--- config.mk ---
export PLATFORM = sky130hd
export DESIGN_NAME = controle_rodada
export DESIGN_NICKNAME = d
export VERILOG_FILES = /design/src/rtl/controle_rodada.sv
export SDC_FILE = /design/constraint.sdc
export NUM_CORES = 1
export LEC_CHECK = 0
export ABC_AREA = 1
export CAP_MARGIN = 20
export CORE_MARGIN = 3
export CORE_UTILIZATION = 48
export CTS_CLUSTER_DIAMETER = 40
export DETAILED_ROUTE_END_ITERATION = 6
export PLACE_DENSITY_LB_ADDON = 0.3
export SKIP_LAST_GASP = 1
export SLEW_MARGIN = 20
export SYNTH_ARGS = -nofsm -noshare
export SYNTH_HDL_FRONTEND = slang
export SYNTH_SLANG_ARGS = --single-unit
--- constraint.sdc ---
create_clock -name clock -period 1.4 [get_ports clock]
set_clock_uncertainty 0.1 [all_clocks]
set_input_delay 0.28 -clock clock [delete_from_list [all_inputs] [get_ports clock]]
set_output_delay 0.28 -clock clock [all_outputs]
set_load 0.02 [all_outputs]
--- src/rtl/controle_rodada.sv ---
// Round sequencer for the blackjack datapath: opening deal, player hit/stay loop,
// dealer draw loop and a single registered win/lose/tie verdict.
module controle_rodada #(
  parameter int LIMITE        = 21,
  parameter int LIMITE_DEALER = 17,
  parameter int MAX_CARTAS    = 8
) (
  input  logic       clock,
  input  logic       reset,
  input  logic       start,
  input  logic       hit,
  input  logic       stay,
  input  logic       cartaok,
  input  logic [5:0] pts_jogador,
  input  logic [5:0] pts_dealer,
  output logic       pjogador,
  output logic       pdealer,
  output logic       ganhou,
  output logic       perdeu,
  output logic       empate,
  output logic       ocupado
);

  // state      | meaning
  // INICIO     | idle after reset, waiting for start
  // PEDE       | one card request held high until cartaok
  // LIBERA     | requests low, waiting for the scoring unit to release cartaok
  // DECIDE     | one cycle: pick next step from phase and fresh scores
  // VEZ_JOG    | player's turn, waiting for hit or stay
  // VEZ_DEALER | dealer draws below LIMITE_DEALER, otherwise compare
  // RESULTADO  | verdict held, waiting for start
  typedef enum logic [2:0] {
    INICIO, PEDE, LIBERA, DECIDE, VEZ_JOG, VEZ_DEALER, RESULTADO
  } estado_t;

  typedef enum logic [2:0] {
    DEAL0, DEAL1, DEAL2, DEAL3, FASE_JOG, FASE_DEALER
  } fase_t;

  localparam logic [5:0] LIM     = 6'(LIMITE);
  localparam logic [5:0] LIM_DLR = 6'(LIMITE_DEALER);
  localparam logic [3:0] MAX_C   = 4'(MAX_CARTAS);

  estado_t    estado;
  fase_t      fase;
  logic [3:0] cnt_jog;
  logic [3:0] cnt_dlr;

  always_ff @(posedge clock or posedge reset) begin
    if (reset) begin
      estado   <= INICIO;
      fase     <= DEAL0;
      cnt_jog  <= 4'd0;
      cnt_dlr  <= 4'd0;
      pjogador <= 1'b0;
      pdealer  <= 1'b0;
      ganhou   <= 1'b0;
      perdeu   <= 1'b0;
      empate   <= 1'b0;
      ocupado  <= 1'b0;
    end else begin
      case (estado)
        INICIO, RESULTADO: begin
          if (start) begin
            ganhou   <= 1'b0;
            perdeu   <= 1'b0;
            empate   <= 1'b0;
            cnt_jog  <= 4'd0;
            cnt_dlr  <= 4'd0;
            fase     <= DEAL0;
            ocupado  <= 1'b1;
            pjogador <= 1'b1;
            estado   <= PEDE;
          end
        end
        PEDE: begin
          if (cartaok) begin
            // the request that is still high tells which hand got the card
            if (pjogador) cnt_jog <= cnt_jog + 4'd1;
            else          cnt_dlr <= cnt_dlr + 4'd1;
            pjogador <= 1'b0;
            pdealer  <= 1'b0;
            estado   <= LIBERA;
          end
        end
        LIBERA: begin
          if (!cartaok) estado <= DECIDE;
        end
        DECIDE: begin
          case (fase)
            DEAL0: begin
              fase    <= DEAL1;
              pdealer <= 1'b1;
              estado  <= PEDE;
            end
            DEAL1: begin
              fase     <= DEAL2;
              pjogador <= 1'b1;
              estado   <= PEDE;
            end
            DEAL2: begin
              fase    <= DEAL3;
              pdealer <= 1'b1;
              estado  <= PEDE;
            end
            DEAL3: begin
              fase   <= FASE_JOG;
              estado <= VEZ_JOG;
            end
            FASE_JOG: begin
              if (pts_jogador > LIM) begin
                perdeu  <= 1'b1;
                ocupado <= 1'b0;
                estado  <= RESULTADO;
              end else if (pts_jogador == LIM || cnt_jog == MAX_C) begin
                fase   <= FASE_DEALER;
                estado <= VEZ_DEALER;
              end else begin
                estado <= VEZ_JOG;
              end
            end
            default: estado <= VEZ_DEALER;
          endcase
        end
        VEZ_JOG: begin
          // stay has priority when both buttons are pressed
          if (stay) begin
            fase   <= FASE_DEALER;
            estado <= VEZ_DEALER;
          end else if (hit) begin
            fase     <= FASE_JOG;
            pjogador <= 1'b1;
            estado   <= PEDE;
          end
        end
        VEZ_DEALER: begin
          if (pts_dealer < LIM_DLR && cnt_dlr < MAX_C) begin
            pdealer <= 1'b1;
            estado  <= PEDE;
          end else begin
            if (pts_dealer > LIM)               ganhou <= 1'b1;
            else if (pts_jogador > pts_dealer)  ganhou <= 1'b1;
            else if (pts_jogador == pts_dealer) empate <= 1'b1;
            else                                perdeu <= 1'b1;
            ocupado <= 1'b0;
            estado  <= RESULTADO;
          end
        end
        default: estado <= INICIO;
      endcase
    end
  end

endmodule

==> results_dict.tcl <==
set metrics [dict create \
    status "complete, but fails checks" \
    violations "setup timing" \
    critPathMaxStageDelay_ps 480 \
    slowest_stage "dfrtp_2" \
    grt_usage 0.307 \
    yosys.area.top_type "dfrtp_1" \
    grt_max_degree 21 \
    critical_path_class "reg2reg" \
    timing.rr.start "estado[1]$_DFFE_PP0P_" \
    ioPinCount 24 \
    cts_tree "built" \
    fmax_mhz 606 \
    synth_cell_types 24 \
    ctsRootBufferMaster "clkbuf_4" \
    cts_num_sinks 20 \
    ys_seq_elements 20 \
    crit_required_ps 1510 \
    area_growth_pct 68.5 \
    intPower_uw 2150 \
    synth_ff_type "dfrtp_1" \
    p_switching_uw 2120 \
    synth.top_cells.by_area "dfrtp_1 (33%), nand2_1 (17%), inv_1 (8.7%), ha_1 (7.5%), nand3_1 (6.7%)" \
    crit_path_frequent_cell "nand2_4" \
    power_density_nw_per_um2 1690 \
    path_clk_slew_ps 110 \
    synth.cell_area_sq_um 1500 \
    netlist_top_cells_count "nand2_1 (68), inv_1 (35), nor2_1 (24), dfrtp_1 (20), nand3_1 (20)" \
    p_leak_uw 0.00133 \
    hp-class "in2async" \
    pre_cts_ws_ps -652 \
    layout.nets 346 \
    sw_frac_of_total 0.497 \
    crit_chain "inv_2 -> nand2_4 -> nor2_4 -> nand2_2 -> inv_2 -> nor2_4 -> nand2_4 -> nand2_4 -> nand3_2 -> o21ai_1" \
    crit_family "simple AND/OR/NAND/NOR gates" \
    cp-start-kind "register" \
    firstDrtPassIters 5 \
    synth.most_common_cell "nand2_1" \
    avgViaCountPerCell 5.78 \
    arrival_ps 1760 \
    grt_antenna_before_repair 0 \
    drc 0 \
    ir_drop_uv 1140 \
    avgSynthCellArea_sq_um 6.57 \
    insertion_delay_ps 310 \
    fin_util 0.881 \
    start_util 0.523 \
    synth-async-reset-ratio 1.00 \
    syn-instance-count 229 \
    fp.dieArea_sq_um 3840 \
    vias 2079 \
    wire_per_inst_microns 17.3 \
    rows 19 \
    p_clk_frac 0.081 \
    gr-total-overflow 0 \
    r2r_slack_ps -250 \
    max_cap_viol_count 0 \
    cts_max_level 1 \
    gp_congestion 0.873 \
    hpwl_microns 3400 \
    ys_seq_area_frac 0.333 \
    ctsLongestPathBuffers 2 \
    yosysWarningCount 0 \
    setup_viol 20 \
    rsz0062_at_grt "yes" \
    timing.rr.end "cnt_jog[2]$_DFFE_PP0P_" \
    critical_path_buf_inv_count 2 \
    synth_fp_nets 256 \
    die_w_microns 62.0 \
    dieHeight_microns 62.0 \
    pwr-share-seq 0.220 \
    worstSetupEndpointType "register" \
    cp-startpoint "estado[1]$_DFFE_PP0P_" \
    drive_above_1_share 0.465 \
    cp.depth 10 \
    comb_power_share 0.699 \
    core_sq_um 2880 \
    finalHoldViolCount 0 \
    grt_pass1_vias 1901 \
    tns_ps -4090 \
    crit_path_end "cnt_jog[2]$_DFFE_PP0P_" \
    cts_made_buffers 3 \
    initialDrtViolationCount 193 \
    grt_pass1_wl_microns 8620 \
    min_period_ps 1650 \
    worst_r2r_path_depth 10 \
    crit_fanout 6 \
    slew-limit-headroom 0.805 \
    num_antenna_cells 0 \
    port_buffers 23 \
    yosysTopAreaCellShare 0.333 \
    postRouteAntennaNets 0 \
    slew_violations 0 \
    synth_edf_count 0 \
    timing.final.crit_share 1.18 \
    postCtsHoldBufs 0 \
    wl_microns 6240 \
    postLayoutSetupSlackWorst_ps -250 \
    worstMarginPinSlew_ps 292 \
]
-- metrics by stage --
stage / total power [uW] / area (sq um) / hold WS, ps / cells
detailed placement: 3090 / 2180 / 365 / 341
global placement: 3010 / 2180 / 371 / 341
CTS: 3660 / 2390 / 188 / 352
floorplan: 2160 / 1550 / 144 / 229
finish: 4280 / 2530 / 182 / 360
global route: 4510 / 2530 / 202 / 360
-- routing by layer --
layer,vias to the layer above,part of all wire,GRT usage
li1,912,-,-
met3,52,0.079,0.0640
met5,-,0,0
met1,982,0.37,0.348
met4,0,0.056,0.115
met2,133,0.50,0.558
-- kinds of logic (layout without fill, tap and decap cells) --
| logic type | Yosys count | count (layout) | share of synthesized area |
|---|---|---|---|
| and+or+nand+nor | 125 | 125 | 0.358 |
| xor gates and xnor gates | 2 | 2 | 0.0116 |
| buffers and inverters | 37 | 126 | 0.0924 |
| adders and majority gates | 9 | 9 | 0.0749 |
| DFF | 20 | 20 | 0.333 |
| AOI/OAI and AO/OA | 36 | 36 | 0.131 |
-- tightest hold or removal path, cell delays in order --
cell	delay [ps]
clkdlybuf4s50_1	390
inv_1	50
buf_4	270
-- power by group through the flow --
stage / logic (uW) / registers [uW] / clock network (uW)
global placement: 2110 / 898 / 0
finish: 2990 / 942 / 346
floorplan: 1180 / 976 / 0
CTS: 2400 / 906 / 348
detailed placement: 2190 / 901 / 0
global route: 3180 / 958 / 368
-- how the worst min path moves through the flow --
stage                            start                      to  slack (ps)
finish                           reset  cnt_jog[2]$_DFFE_PP0P_         180
global route                     reset  cnt_jog[2]$_DFFE_PP0P_         200
CTS                              reset  cnt_jog[2]$_DFFE_PP0P_         190
detailed placement  perdeu$_DFFE_PP0P_      perdeu$_DFFE_PP0P_         370
global placement    ganhou$_DFFE_PP0P_      ganhou$_DFFE_PP0P_         370
floorplan                        reset  cnt_dlr[0]$_DFFE_PP0P_         140
-- area by class of cell --
type	instances	area, sq um
Clock buffer	4	36.3
Fill cell	140	343
Inverter	37	141
Multi-Input combinational cell	172	1130
Sequential cell	20	504
Tap cell	42	52.6
Timing Repair Buffer	85	673
-- state kept, by name, summed over array words and instances (netlist names) --
signal / count
cnt_dlr: 4
cnt_jog: 4
empate: 1
estado: 3
fase: 3
ganhou: 1
ocupado: 1
pdealer: 1
perdeu: 1
pjogador: 1
-- what timing repair did --
action | 4_1_cts | 5_1_grt
gates cloned | 0 | 0
endpoints found under the setup margin | 26 | 26
resized for setup | 63 | 38
pin swaps | 21 | 10
buffers inserted | 7 | 8
-- cell usage in the layout, fill, tap and decap left out, types with 3 or more instances in the layout --
master	n
buf_4	57
nand2_1	47
inv_1	23
nand2_2	18
nor2_1	17
dfrtp_1	17
nand3_1	15
inv_2	13
o21ai_1	10
dlygate4sd2_1	9
a21oi_1	7
nand2_4	6
o21ai_2	6
nor2_2	6
clkdlybuf4s50_1	6
clkbuf_2	6
nand3_2	5
o21ai_0	5
buf_6	5
nor2_4	4
ha_1	4
ha_4	4
a21oi_2	3
clkbuf_4	3
dfrtp_2	3
Power figures use the tool's default switching activity.
